**src/rtl/ps2_host_tx_if.sv**
```systemverilog
// rtl/ps2_host_tx_if.sv - command handshake between a requester and the PS/2 host transmitter
interface ps2_host_tx_if;
  logic       tx_valid;
  logic [7:0] tx_data;
  logic       tx_busy;
  logic       tx_done;
  logic       tx_err;

  // Requester side: raises tx_valid with a byte, watches busy/done/err
  modport master (
    output tx_valid,
    output tx_data,
    input  tx_busy,
    input  tx_done,
    input  tx_err
  );

  // Transmitter side
  modport slave (
    input  tx_valid,
    input  tx_data,
    output tx_busy,
    output tx_done,
    output tx_err
  );
endinterface

```
**src/rtl/ps2_host_tx.sv**
```systemverilog
// rtl/ps2_host_tx.sv - PS/2 host-to-device byte transmitter, open-drain; optional watchdog under PS2_TX_TIMEOUT_EN
module ps2_host_tx #(
  parameter int INHIBIT_CYC = 10000,
  parameter int FILTER_CYC  = 4,
  parameter int TIMEOUT_CYC = 2000000
) (
  input  logic          clk,
  input  logic          rst_n,
  ps2_host_tx_if.slave  host,
  input  logic          ps2_clk_in,
  input  logic          ps2_data_in,
  output logic          ps2_clk_oe,
  output logic          ps2_data_oe
);

  // One cycle counter times the inhibit phase and, when enabled, the watchdog
  // from REQ entry; it is sized for the longer of the two intervals.
  localparam int CNT_MAX = (INHIBIT_CYC > TIMEOUT_CYC) ? INHIBIT_CYC : TIMEOUT_CYC;
  localparam int CNT_W   = $clog2(CNT_MAX + 1);
  localparam int FLT_W   = $clog2(FILTER_CYC + 1);

  localparam logic [CNT_W-1:0] CNT_ONE      = CNT_W'(1);
  localparam logic [CNT_W-1:0] INH_LAST     = CNT_W'(INHIBIT_CYC - 1);
  localparam logic [CNT_W-1:0] INH_PRE_LAST = CNT_W'(INHIBIT_CYC - 2);
  localparam logic [FLT_W-1:0] FLT_LAST     = FLT_W'(FILTER_CYC - 1);
  localparam logic [FLT_W-1:0] FLT_ONE      = FLT_W'(1);

  typedef enum logic [2:0] {
    IDLE,
    INHIBIT,
    REQ,
    DATA,
    ACK,
    WAIT_IDLE
  } state_t;

  state_t           state;
  logic [CNT_W-1:0] cyc_cnt;
  logic [3:0]       bit_cnt;
  logic [7:0]       shreg;
  logic             parity;
  logic             busy_q;
  logic             done_q;
  logic             err_q;

  logic             clk_s1;
  logic             clk_s2;
  logic             data_s1;
  logic             data_s2;
  logic             clk_filt;
  logic             clk_filt_d;
  logic [FLT_W-1:0] flt_cnt;
  logic             fall;

  assign host.tx_busy = busy_q;
  assign host.tx_done = done_q;
  assign host.tx_err  = err_q;

  // Bring both pad levels into the clk domain; idle lines read high
  always_ff @(posedge clk or negedge rst_n) begin
    if (!rst_n) begin
      clk_s1  <= 1'b1;
      clk_s2  <= 1'b1;
      data_s1 <= 1'b1;
      data_s2 <= 1'b1;
    end else begin
      clk_s1  <= ps2_clk_in;
      clk_s2  <= clk_s1;
      data_s1 <= ps2_data_in;
      data_s2 <= data_s1;
    end
  end

  // Accept a new PS2_CLK level only after FILTER_CYC consecutive samples agree
  always_ff @(posedge clk or negedge rst_n) begin
    if (!rst_n) begin
      clk_filt   <= 1'b1;
      clk_filt_d <= 1'b1;
      flt_cnt    <= '0;
    end else begin
      clk_filt_d <= clk_filt;
      if (clk_s2 != clk_filt) begin
        if (flt_cnt == FLT_LAST) begin
          clk_filt <= clk_s2;
          flt_cnt  <= '0;
        end else begin
          flt_cnt <= flt_cnt + FLT_ONE;
        end
      end else begin
        flt_cnt <= '0;
      end
    end
  end

  assign fall = clk_filt_d & ~clk_filt;

  // Transmit sequencer: inhibit, request-to-send, clocked bits, ACK, wait for bus idle
  always_ff @(posedge clk or negedge rst_n) begin
    if (!rst_n) begin
      state       <= IDLE;
      cyc_cnt     <= '0;
      bit_cnt     <= '0;
      shreg       <= '0;
      parity      <= 1'b0;
      busy_q      <= 1'b0;
      done_q      <= 1'b0;
      err_q       <= 1'b0;
      ps2_clk_oe  <= 1'b0;
      ps2_data_oe <= 1'b0;
    end else begin
      done_q <= 1'b0;
      err_q  <= 1'b0;

      case (state)
        IDLE: begin
          ps2_clk_oe  <= 1'b0;
          ps2_data_oe <= 1'b0;
          if (host.tx_valid) begin
            shreg      <= host.tx_data;
            parity     <= ~^host.tx_data;
            busy_q     <= 1'b1;
            ps2_clk_oe <= 1'b1;
            cyc_cnt    <= '0;
            bit_cnt    <= '0;
            state      <= INHIBIT;
          end
        end

        // Clock held low for INHIBIT_CYC cycles; data goes low on the last one
        INHIBIT: begin
          cyc_cnt <= cyc_cnt + CNT_ONE;
          if (cyc_cnt == INH_PRE_LAST) begin
            ps2_data_oe <= 1'b1;
          end
          if (cyc_cnt == INH_LAST) begin
            ps2_clk_oe  <= 1'b0;
            ps2_data_oe <= 1'b1;
            cyc_cnt     <= '0;
            state       <= REQ;
          end
        end

        // Start bit is on the line; first device fall asks for data bit 0
        REQ: begin
          if (fall) begin
            ps2_data_oe <= ~shreg[0];
            shreg       <= {1'b0, shreg[7:1]};
            bit_cnt     <= 4'd1;
            state       <= DATA;
          end
        end

        // bit_cnt holds falls seen so far; this fall is number bit_cnt+1
        DATA: begin
          if (fall) begin
            bit_cnt <= bit_cnt + 4'd1;
            if (bit_cnt < 4'd8) begin
              ps2_data_oe <= ~shreg[0];
              shreg       <= {1'b0, shreg[7:1]};
            end else if (bit_cnt == 4'd8) begin
              ps2_data_oe <= ~parity;
            end else begin
              ps2_data_oe <= 1'b0;
              state       <= ACK;
            end
          end
        end

        // Device must hold data low across the eleventh fall
        ACK: begin
          if (fall) begin
            bit_cnt <= bit_cnt + 4'd1;
            if (!data_s2) begin
              state <= WAIT_IDLE;
            end else begin
              err_q       <= 1'b1;
              busy_q      <= 1'b0;
              ps2_clk_oe  <= 1'b0;
              ps2_data_oe <= 1'b0;
              state       <= IDLE;
            end
          end
        end

        WAIT_IDLE: begin
          if (clk_filt && data_s2) begin
            done_q <= 1'b1;
            busy_q <= 1'b0;
            state  <= IDLE;
          end
        end

        default: begin
          ps2_clk_oe  <= 1'b0;
          ps2_data_oe <= 1'b0;
          busy_q      <= 1'b0;
          state       <= IDLE;
        end
      endcase

`ifdef PS2_TX_TIMEOUT_EN
      // Watchdog overrides the sequencer once the device has had TIMEOUT_CYC cycles
      if (state inside {REQ, DATA, ACK, WAIT_IDLE}) begin
        cyc_cnt <= cyc_cnt + CNT_ONE;
        if (cyc_cnt == CNT_W'(TIMEOUT_CYC - 1)) begin
          err_q       <= 1'b1;
          done_q      <= 1'b0;
          busy_q      <= 1'b0;
          ps2_clk_oe  <= 1'b0;
          ps2_data_oe <= 1'b0;
          state       <= IDLE;
        end
      end
`else
      // Without the watchdog the sequencer waits on the device indefinitely
`endif
    end
  end

endmodule

```
**src/flat_wrapper.sv**
```systemverilog
// flat-port wrapper written by rule: the top's interface ports become plain ports
module ps2_host_tx_flat 
#(
  parameter int INHIBIT_CYC = 10000,
  parameter int FILTER_CYC  = 4,
  parameter int TIMEOUT_CYC = 2000000
)
  (clk, rst_n, ps2_clk_in, ps2_data_in, ps2_clk_oe, ps2_data_oe, host_tx_valid, host_tx_data, host_tx_busy, host_tx_done, host_tx_err);
  ps2_host_tx_if host_i ();
  input  logic clk;
  input  logic rst_n;
  input  logic ps2_clk_in;
  input  logic ps2_data_in;
  output logic ps2_clk_oe;
  output logic ps2_data_oe;
  input wire logic [$bits(host_i.tx_valid)-1:0] host_tx_valid;
  input wire logic [$bits(host_i.tx_data)-1:0] host_tx_data;
  output wire logic [$bits(host_i.tx_busy)-1:0] host_tx_busy;
  output wire logic [$bits(host_i.tx_done)-1:0] host_tx_done;
  output wire logic [$bits(host_i.tx_err)-1:0] host_tx_err;
  assign host_i.tx_valid = host_tx_valid;
  assign host_i.tx_data = host_tx_data;
  assign host_tx_busy = host_i.tx_busy;
  assign host_tx_done = host_i.tx_done;
  assign host_tx_err = host_i.tx_err;
  ps2_host_tx #(.INHIBIT_CYC(INHIBIT_CYC), .FILTER_CYC(FILTER_CYC), .TIMEOUT_CYC(TIMEOUT_CYC)) u_core (.clk(clk), .rst_n(rst_n), .host(host_i), .ps2_clk_in(ps2_clk_in), .ps2_data_in(ps2_data_in), .ps2_clk_oe(ps2_clk_oe), .ps2_data_oe(ps2_data_oe));
endmodule
```
**config.mk**
```make
export PLATFORM = sky130hd
export DESIGN_NAME = ps2_host_tx_flat
export DESIGN_NICKNAME = d
export VERILOG_FILES = /design/src/rtl/ps2_host_tx_if.sv /design/src/rtl/ps2_host_tx.sv /design/src/flat_wrapper.sv
export SDC_FILE = /design/constraint.sdc
export NUM_CORES = 1
export LEC_CHECK = 0
export ABC_AREA = 1
export CORE_UTILIZATION = 53
export DETAILED_ROUTE_END_ITERATION = 12
export PLACE_DENSITY = 0.72
export REMOVE_ABC_BUFFERS = 1
export SETUP_SLACK_MARGIN = 0.05
export SYNTH_ARGS = -nofsm -noshare
export SYNTH_HDL_FRONTEND = slang
export SYNTH_SLANG_ARGS = --single-unit
```
**constraint.sdc**
```tcl
create_clock -name clk -period 1.72 [get_ports clk]
set_input_delay 0.258 -clock clk [delete_from_list [all_inputs] [get_ports clk]]
set_output_delay 0.258 -clock clk [all_outputs]
set_load 0.005 [all_outputs]
```
; Yosys cells after proc, flatten, opt, wreduce, memory -nomap -nowiden
; Index checks and enable logic that the tools add are counted.
; W data, S select, Z words.
[op_classes]
bitwise_logic = 7
order_cmp = 1
addsub = 3
n_reduce_logical = 18
muxes = 44
eq_ne = 22
[ops]
columns = cell, count
row1 = $eq A21 B14 Y1 const B, 2
row2 = $mux W21, 2
row3 = $pmux W21 S2, 1
row4 = $mux W3, 11
row5 = $mux W8, 4
row6 = $pmux W8 S3, 1
row7 = $add A21 B1 Y21 const B, 1
row8 = $pmux W3 S6, 1
row9 = $mux W1, 17
row10 = $ne A2 B1 Y1 const B, 8
row11 = $mux W4, 3
row12 = $pmux W4 S3, 1
row13 = $reduce_and A5 Y1, 2
row14 = $eq A3 B2 Y1 const B, 3
row15 = $pmux W1 S4, 2
row16 = $reduce_and A4 Y1, 2
row17 = $reduce_and A8 Y1, 1
row18 = $reduce_xnor A8 Y1, 1
row19 = $eq A3 B3 Y1 const B, 2
row20 = $ne A2 B2 Y1 const B, 3
row21 = $not A1 Y1, 6
row22 = $reduce_and A2 Y1, 3
row23 = $reduce_and A6 Y1, 1
row24 = $reduce_bool A3 Y1, 2
row25 = 14 further kinds, 15
[word_totals]
output_inout_bits = 5
inputBits = 13
wordCells = 112
regBits = 51

; Longest topological paths before layout
; Gate-level depths: netlist of the first run.
[logic_depth]
word_depth = 5
ltp_mapped = 10

; Worst setup path after synthesis of the first run
; Ideal clock, no wire load.
[synth_path]
kind = flip-flop to flip-flop
start = reg u_core.cyc_cnt[0]
end = reg u_core.state[1]
path_stages_with_launch = 10
n_path_buf = 1
setup_slack_ps = 251
required_ps = 1603
setup_time_ps = 117
arrival_ps = 1352
cell_sequence = dfrtp_1 -> ha_1 -> nand3_1 -> nor2_1 -> nand3_1 -> nand2_1 -> buf_2 -> nand2_1 -> nand2_1 -> nand2_1
[synth_between]
elab_chain_cells = 3
[synth_lines]
columns = element, line_no
row1 = "start, declared", ps2_host_tx.sv:38  ; logic [CNT_W-1:0] cyc_cnt;
row2 = "start signal, assigned", ps2_host_tx.sv:131  ; cyc_cnt <= cyc_cnt + CNT_ONE;
row3 = $eq A21 B14 Y1, ps2_host_tx.sv:135  ; if (cyc_cnt == INH_LAST) begin
row4 = $ne A2 B1 Y1 (no line), -
row5 = $reduce_and A8 Y1 (no line), -
row6 = "end signal, assigned", ps2_host_tx.sv:139  ; state <= REQ;
row7 = "end signal, assigned", ps2_host_tx.sv:149  ; state <= DATA;
row8 = "end signal, assigned", ps2_host_tx.sv:164  ; state <= ACK;
row9 = "end, declared", ps2_host_tx.sv:37  ; state_t state;
; Every way passes these cells.
; A chain may end at the register's enable or synchronous reset.

; Worst setup path in the final report of the first run
[layout_path]
start = reg u_core.cyc_cnt[0]
end = reg u_core.cyc_cnt[10]
[layout_between]
elab_chain_cells = 3
[layout_lines]
columns = element, line_no
row1 = $add A21 B1 Y21 / $eq A21 B14 Y1 (equally long branches), "ps2_host_tx.sv:131, ps2_host_tx.sv:135"
row2 = $mux W21 (*), ps2_host_tx.sv:135
row3 = $pmux W21 S2 (*), ps2_host_tx.sv:114  ; case (state)
; Mark *: on every way between the ends. The rest lies on a longest branch, timed or not.

==> results.sh, run 1 <==
export IMPL_status="complete, no violations"
export IMPL_crit_required_ns=1.91
export IMPL_rows=26
export IMPL_drt_wl_total_um=7100
export IMPL_leakagePower_nw=1.57
export IMPL_layout_nets=451
export IMPL_critPathMaxStageDelay_ns=0.36
export IMPL_antenna_cells=0
export IMPL_dr_pass1_iters=5
export IMPL_path_class="reg -> reg"
export IMPL_die_x_um=76.3
export IMPL_startpoint_type="flip-flop"
export IMPL_drt_vias_per_instance=5.38
export IMPL_syn_inst=395
export IMPL_dieArea_um2=5830
export IMPL_hold_path_class="in -> reg"
export IMPL_root_buffer="clkbuf_8"
export IMPL_grt_pass1_vias=2506
export IMPL_finalMaxSlewViolations=0
export IMPL_core_um2=5200
export IMPL_grt_first_pass_wirelength_um=12000
export IMPL_synth_warning_count=0
export IMPL_cts_buffers=5
export IMPL_syn_area_um2=2930
export IMPL_synth_seq_area_share_pct=43.8
export IMPL_grt_max_degree=52
export IMPL_drc=0
export IMPL_final_cell_mix="nand2_1, nor2_1, dfrtp_1, inv_1"
export IMPL_grt_ovfl_total=0
export IMPL_rsz0062_at_grt="true"
export IMPL_postLayoutCellArea_um2=3450
export IMPL_crit_family="simple AND/OR/NAND/NOR gates"
export IMPL_drt_initial_drc_count=286
export IMPL_ff2ff_setup_slack_ns=0.13
export IMPL_initial_core_util_pct=56.3
export IMPL_rr_endpoint="u_core.cyc_cnt[10]"
export IMPL_crit_fanout=4
export IMPL_hp_start="ps2_data_in"
export IMPL_vias=2714
export IMPL_cts_htree_levels=2
export IMPL_cp_end_kind="flip-flop"
export IMPL_tritoncts="yes"
export IMPL_hold_depth=1
export IMPL_yosysUniqueCellTypes=32
export IMPL_max_freq_mhz=630
export IMPL_post_dp_cell_area_um2=3310
export IMPL_post_route_util_pct=66.3
export IMPL_track_usage_pct=26.0
export IMPL_crit_chain="ha_2, nand3_2, buf_6, inv_2, nand3b_1, nor2_2, xor2_1, nor2_1"
export IMPL_tightestPinTransition_ns=0.364
export IMPL_clk_latency_ns=0.31
export IMPL_powerDensity_nw_per_um2=1390
export IMPL_post_route_period_util_pct=92.3
export IMPL_setup_violations=0
export IMPL_area_growth_syn_to_layout_pct=17.7
export IMPL_drive_gt1_share_pct=12.9
export IMPL_antenna_found_initial=0
export IMPL_cts_sinks=51
export IMPL_dieHeight_um=76.3
export IMPL_path_clk_slew_ns=0.10
export IMPL_fin_crit_ns=1.59
export IMPL_peakVddDrop_v=0.00112
export IMPL_max_cap_violations=0
export IMPL_cp_num_buf_inv=2
export IMPL_hold_viol=0
export IMPL_dp_hpwl_um=5400
export IMPL_place_congestion=0.958
export IMPL_ant_nets=0
export IMPL_layout_commonest_cell="nand2_1"
export IMPL_finClkSkew_ns=0.0132
export IMPL_wl_per_cell_um=14.1
export IMPL_rr_startpoint="u_core.cyc_cnt[0]"
export IMPL_arrival_ns=1.78
export IMPL_avgSynthCellArea_um2=7.42
export IMPL_min_to="u_core.data_s1"
export IMPL_ys_ff_latch=51
export IMPL_port_buffers=17
export IMPL_cts_max_path_buffers=2
export IMPL_fillers=472
export IMPL_ios=18
export IMPL_max_slew_margin_pct=75.7
export IMPL_r2r_cells=8
export IMPL_crit_slowest_cell="dfrtp_1"
state kept, by name (all words and copies together) (netlist names):
signal and count:
u_core.clk_s2 1, u_core.clk_filt_d 1, u_core.ps2_clk_oe 1, u_core.data_s1 1, u_core.cyc_cnt 21, u_core.shreg 8, u_core.clk_s1 1, u_core.host.tx_err 1
u_core.clk_filt 1, u_core.host.tx_busy 1, u_core.bit_cnt 4, u_core.data_s2 1, u_core.parity 1, u_core.host.tx_done 1, u_core.state 3, u_core.ps2_data_oe 1
u_core.flt_cnt 3
metal layers:
metal  global-route usage [%]  wire length [µm]  vias up
met5                        0                 0        -
met4                     4.42                42        0
met3                     5.51               583        5
met2                     39.8              3070      105
met1                     38.4              3400     1258
li1                         -                 -     1346
power breakdown:
| part | switching [mW] | internal, mW |
|---|---|---|
| registers | 0.228 | 1.52 |
| logic | 1.46 | 0.880 |
| clock network | 0.420 | 0.293 |
| total | 2.11 | 2.69 |
what timing repair did:
item | 4_1_cts | 5_1_grt
gates resized for setup | 0 | 12
hold buffers | 1 | 0
setup buffers | 0 | 1
setup endpoints to repair | 0 | 13
hold endpoints to repair | 45 | 0
area by class of cell:
class	instances	area (µm²)	area share (%)
timing repair buffer	39	362	10.5
tap	70	87.6	2.54
inverter	43	161	4.68
clock inverter	2	17.5	0.508
sequential	51	1290	37.3
clock buffer	6	72.6	2.10
multi-input combinational	293	1460	42.4
synth_stat cells:
master	count	area share [%]
nand2_2	2	0.43
nand3_1	32	5.5
o22ai_1	3	0.64
o21ai_1	11	1.9
buf_6	1	0.38
nand2_1	111	14
o211ai_1	1	0.26
or2_2	1	0.21
a21oi_1	3	0.51
a21oi_4	1	0.56
o21bai_1	2	0.51
nor3b_1	1	0.26
nor2_4	1	0.38
nand3b_1	1	0.26
nand4_1	8	1.7
buf_4	2	0.51
ha_1	5	2.1
inv_1	40	5.1
dfrtp_1	45	38
o21ai_0	31	5.3
nand4_2	1	0.43
inv_2	3	0.38
a32o_1	1	0.34
and2_1	1	0.21
nor3_2	1	0.34
xnor2_1	8	2.4
nor2_2	2	0.43
dfstp_2	6	5.4
buf_2	5	0.85
nor3_1	4	0.68
nor2_1	52	6.7
xor2_1	9	2.7
cell families after synthesis:
| group | after synthesis | synth area share (%) |
|---|---|---|
| AOI/OAI and AO/OA | 53 | 10.0 |
| adders and majority gates | 5 | 2.14 |
| buffers and inverters | 51 | 7.26 |
| and+or+nand+nor | 218 | 31.7 |
| DFF | 51 | 43.8 |
| xor gates and xnor gates | 17 | 5.08 |
stage by stage:
stage	total power, mW	hold slack (ns)	std cells	worst slack, ns	setup TNS, ns
after floorplan	3.12	-0.0376	387	-0.0435	-0.0435
after global placement	3.96	0.267	494	0.148	0
after detailed placement	4.02	0.272	494	0.132	0
after CTS	4.74	0.348	503	0.0810	0
after global routing	5.20	0.339	504	0.0258	0
final	4.80	0.350	504	0.133	0
worst max path at each step:
stage	cells past startpoint	startpoint	slack (ns)	end
global placement	8	u_core.cyc_cnt[0]	0.15	u_core.cyc_cnt[10]
global route	8	u_core.cyc_cnt[0]	0.03	u_core.cyc_cnt[10]
finish	8	u_core.cyc_cnt[0]	0.13	u_core.cyc_cnt[10]
CTS	8	u_core.cyc_cnt[0]	0.08	u_core.cyc_cnt[10]
floorplan	7	u_core.state[0]	-0.04	u_core.cyc_cnt[9]
detailed placement	8	u_core.cyc_cnt[0]	0.13	u_core.cyc_cnt[10]
Note: power is estimated with default switching activity, not from simulation.
==> inputs of run 2 (changes only) <==
Settings changed: CORE_ASPECT_RATIO set to 0.6.
==> results.sh, run 2 (synthesis gave the netlist of run 1 again) <==
export IMPL_cts_htree_levels=2
export IMPL_rr_startpoint="u_core.cyc_cnt[3]"
export IMPL_rsz0062_at_grt="true"
export IMPL_peakVddDrop_v=0.000809
export IMPL_status="finished with violations"
export IMPL_holdWs_ns=0.345
export IMPL_antenna_cells=0
export IMPL_setup_violations=0
export IMPL_grt_first_pass_wirelength_um=11400
export IMPL_final_cell_count_no_fill=497
export IMPL_tightestPinTransition_ns=0.409
export IMPL_final_cell_mix="nand2_1, nor2_1, dfrtp_1, inv_1, o21ai_0"
export IMPL_drt_initial_drc_count=224
export IMPL_layout_nets=448
export IMPL_ios=18
export IMPL_path_class="reg -> reg"
export IMPL_cts_max_path_buffers=2
export IMPL_power_total_mw=4.94
export IMPL_hold_viol=0
export IMPL_hp_start="ps2_data_in"
export IMPL_post_route_util_pct=67.0
export IMPL_initial_core_util_pct=56.5
export IMPL_drt_vias_per_instance=5.42
export IMPL_core_um2=5180
export IMPL_cts_sinks=51
export IMPL_regMostFlops="u_core.cyc_cnt"
export IMPL_fin_crit_ns=1.56
export IMPL_port_buffers=17
export IMPL_dr_pass1_iters=9
export IMPL_dp_cells=485
export IMPL_hold_path_class="in -> reg"
export IMPL_layout_commonest_cell="nand2_1"
export IMPL_powerDensity_nw_per_um2=1420
export IMPL_vias=2695
export IMPL_startpoint_type="flip-flop"
export IMPL_root_buffer="clkbuf_8"
export IMPL_max_cap_violations=0
export IMPL_drive_gt1_share_pct=13.0
export IMPL_crit_required_ns=1.92
export IMPL_critical_path_startpoint="u_core.cyc_cnt[3]"
export IMPL_arrival_ns=1.76
export IMPL_area_growth_syn_to_layout_pct=18.5
export IMPL_grt_pass1_vias=2302
export IMPL_max_slew_margin_pct=72.6
export IMPL_max_freq_mhz=643
export IMPL_grt_ovfl_total=0
export IMPL_cp_end_kind="flip-flop"
export IMPL_finClkSkew_ns=0.00502
export IMPL_antenna_found_initial=0
export IMPL_fillers=439
export IMPL_violations="design-rule violations"
export IMPL_drt_wl_total_um=7070
export IMPL_cts_buffers=5
export IMPL_ant_nets=0
export IMPL_path_clk_slew_ns=0.10
export IMPL_grt_max_degree=36
export IMPL_dieArea_um2=5840
export IMPL_drc=1
export IMPL_largestRegisters="u_core.cyc_cnt x21, u_core.shreg x8, u_core.bit_cnt x4"
export IMPL_largest_reg_flops=21
export IMPL_post_route_period_util_pct=90.4
export IMPL_die_x_um=98.0
export IMPL_dieHeight_um=59.6
export IMPL_track_usage_pct=25.6
export IMPL_tritoncts="yes"
export IMPL_clk_latency_ns=0.30
export IMPL_wl_per_cell_um=14.2
export IMPL_dp_hpwl_um=5310
export IMPL_leakagePower_nw=1.57
export IMPL_rows=20
export IMPL_crit_fanout=5
export IMPL_finalMaxSlewViolations=0
export IMPL_place_congestion=0.965
[run 2: final timing paths]
check                                     endpoint  slack, ns  cells after the start
max in group asynchronous            u_core.clk_s2       0.73                      3
worst max register to register  u_core.cyc_cnt[19]       0.16                      7
min in group asynchronous          u_core.state[2]       0.41                      2
worst max-delay path            u_core.cyc_cnt[19]       0.16                      7
worst min register to register       u_core.clk_s2       0.36                      0
worst min-delay path                u_core.data_s1       0.35                      1
[run 2: what timing repair did]
action,4_1_cts,5_1_grt
gates cloned,0,0
resized for setup,4,13
pin swaps,0,2
setup endpoints to repair,16,25
hold buffers,1,0
buffers inserted,0,3
endpoints found under the hold margin,16,0
[run 2: critical path, cell delays in order, from the launching register on]
cell and delay [ns]:
dfrtp_1 0.46, nand2_1 0.18, nor2_1 0.25, nand2_1 0.13, nor2_1 0.18, nand3_1 0.09
nand3_1 0.09, o21ai_1 0.06
[run 2: area by class of cell]
cell class,count,area [µm²],area share [%]
flip-flops and latches,51,1290,37.1
repair buffers,36,335,9.66
well taps,66,82.6,2.38
clock inverters,3,43.8,1.26
inverters,43,161,4.65
multi-input cells,293,1490,43.0
clock buffers,5,68.8,1.98
[run 2: per-stage QoR]
stage	instance area, µm²	TNS, ns	worst slack [ns]
after floorplan	2880	-0.0435	-0.0435
after global placement	3250	-0.0884	-0.0267
after detailed placement	3250	-0.606	-0.0855
after CTS	3390	0	0.0528
after global routing	3470	0	0.0258
final	3470	0	0.165
[run 2: power breakdown]
group          total [mW]  switching [mW]  internal, mW
clock               0.850           0.416         0.434
combinational        2.35            1.48         0.879
sequential           1.74           0.220          1.52
total                4.94            2.11          2.83
[run 2: layer usage]
| metal | part of all wire, % | track usage, % | vias to the layer above |
|---|---|---|---|
| li1 | - | - | 1332 |
| met1 | 51 | 40.9 | 1236 |
| met2 | 38 | 32.8 | 118 |
| met3 | 10 | 7.43 | 9 |
| met4 | 0.69 | 5.63 | 0 |
| met5 | 0 | 0 | - |
==> inputs of run 3 (changes only) <==
Settings changed: CORE_UTILIZATION 53 to 40, PLACE_DENSITY 0.72 to not set.
==> results.sh, run 3 (synthesis gave the netlist of run 1 again) <==
export IMPL_tritoncts="yes"
export IMPL_grt_first_pass_wirelength_um=11600
export IMPL_dieHeight_um=68.3
export IMPL_peakVddDrop_v=0.000763
export IMPL_drive_gt1_share_pct=12.4
export IMPL_comb_power_share_pct=46.2
export IMPL_wl_per_cell_um=14.0
export IMPL_ios=18
export IMPL_antenna_found_initial=0
export IMPL_largestRegisters="u_core.cyc_cnt x21, u_core.shreg x8, u_core.bit_cnt x4"
export IMPL_max_cap_violations=0
export IMPL_fillers=673
export IMPL_largest_reg_flops=21
export IMPL_hold_viol=0
export IMPL_leakagePower_nw=1.64
export IMPL_post_dp_cell_area_um2=3330
export IMPL_setup_violations=0
export IMPL_cts_max_path_buffers=2
export IMPL_drc=0
export IMPL_swShare_pct=40.6
export IMPL_dp_cells=511
export IMPL_clk_latency_ns=0.29
export IMPL_crit_family="simple AND/OR/NAND/NOR gates"
export IMPL_hold_path_class="reg -> reg"
export IMPL_drt_wl_total_um=7310
export IMPL_tightestPinTransition_ns=0.478
export IMPL_p_int_mw=3.20
export IMPL_dp_hpwl_um=5430
export IMPL_cts_htree_levels=2
export IMPL_crit_fanout=6
export IMPL_path_class="reg -> reg"
export IMPL_cp_end_kind="flip-flop"
export IMPL_postLayoutCellArea_um2=3580
export IMPL_crit_required_ns=1.95
export IMPL_dieArea_um2=7680
export IMPL_finClkSkew_ns=0.00466
export IMPL_root_buffer="clkbuf_16"
export IMPL_track_usage_pct=20.3
export IMPL_grt_max_degree=52
export IMPL_rows=23
export IMPL_antenna_cells=0
export IMPL_critPathMaxStageDelay_ns=0.43
export IMPL_initial_core_util_pct=42.6
export IMPL_clkPwrFrac_pct=21.9
export IMPL_p_sw_mw=2.19
export IMPL_drt_initial_drc_count=238
export IMPL_vias=2614
export IMPL_final_cell_mix="nand2_1, nor2_1, dfrtp_1, inv_1, nand3_1"
export IMPL_crit_chain="buf_4, nand3_1, nor2_1, nand2_1, o21bai_1, nand2_1, nor2_1"
export IMPL_arrival_ns=1.80
export IMPL_cts_buffers=5
export IMPL_dr_pass1_iters=5
export IMPL_rsz0062_at_grt="true"
export IMPL_crit_slowest_cell="nor2_1"
export IMPL_post_route_period_util_pct=91.4
export IMPL_max_slew_margin_pct=68.0
export IMPL_path_clk_slew_ns=0.07
export IMPL_finalMaxSlewViolations=0
export IMPL_area_growth_syn_to_layout_pct=22.3
export IMPL_p_seq_share_pct=31.9
export IMPL_ant_nets=0
export IMPL_cp_num_buf_inv=1
export IMPL_drt_vias_per_instance=4.99
export IMPL_status="complete, no violations"
export IMPL_place_congestion=0.894
export IMPL_core_um2=6880
export IMPL_final_cell_count_no_fill=524
export IMPL_cts_sinks=51
export IMPL_die_x_um=112
export IMPL_layout_nets=454
export IMPL_max_freq_mhz=636
export IMPL_grt_pass1_vias=2180
export IMPL_layout_commonest_cell="nand2_1"
export IMPL_holdWs_ns=0.355
export IMPL_fin_crit_ns=1.57
export IMPL_port_buffers=17
export IMPL_regMostFlops="u_core.cyc_cnt"
export IMPL_powerDensity_nw_per_um2=1500
export IMPL_grt_ovfl_total=0
export IMPL_startpoint_type="flip-flop"
-- run 3: worst reg2reg max path: stages, from the launching register on --
cell and delay, ns:
dfrtp_1 0.36, buf_4 0.16, nand3_1 0.17, nor2_1 0.43, nand2_1 0.10, o21bai_1 0.15
nand2_1 0.07, nor2_1 0.08
-- run 3: final cells by class --
class / instances / area, µm² / share of cell area (%)
multi-input combinational: 293 / 1460 / 40.7
sequential: 51 / 1280 / 35.8
timing repair buffer: 42 / 393 / 11.0
inverter: 43 / 165 / 4.61
clock buffer: 6 / 139 / 3.88
tap: 87 / 109 / 3.04
clock inverter: 2 / 35.0 / 0.978
-- run 3: metrics by stage --
stage	utilization, %	setup TNS (ns)	setup WS [ns]	power [mW]
after floorplan	-	-0.0435	-0.0435	3.12
after global placement	48.4	-0.231	-0.0507	3.93
after detailed placement	48.4	-0.850	-0.108	3.96
after CTS	51.2	0	0.103	5.22
after global routing	52.1	0	0.0311	5.81
final	52.1	0	0.148	5.39
-- run 3: worst paths after layout --
path,start,end,slack (ns),cells past startpoint
max in group asynchronous,rst_n,u_core.clk_filt_d,0.95,3
min in group asynchronous,rst_n,u_core.cyc_cnt[17],0.49,3
max,u_core.cyc_cnt[0],u_core.cyc_cnt[9],0.15,7
min,u_core.clk_s1,u_core.clk_s2,0.36,0
max reg2reg,u_core.cyc_cnt[0],u_core.cyc_cnt[9],0.15,7
min reg2reg,u_core.clk_s1,u_core.clk_s2,0.36,0
-- run 3: power by group through the flow --
| stage | clock, mW | combinational, mW | sequential, mW |
|---|---|---|---|
| after global placement | 0 | 2.21 | 1.72 |
| after CTS | 1.21 | 2.30 | 1.71 |
| after global routing | 1.26 | 2.81 | 1.75 |
| after detailed placement | 0 | 2.24 | 1.73 |
| final | 1.18 | 2.49 | 1.72 |
| after floorplan | 0 | 1.40 | 1.72 |
-- run 3: what timing repair did --
item	4_1_cts	5_1_grt
hold buffers	1	0
setup buffers	0	4
gates resized for setup	3	4
hold endpoints to repair	45	0
endpoints found under the setup margin	18	10
-- run 3: routing by layer --
layer	up-vias	global-route usage (%)	wire, µm
met4	0	5.17	65
li1	1350	-	-
met2	77	23.3	2520
met3	6	6.20	681
met1	1181	33.6	4050
met5	-	0	0
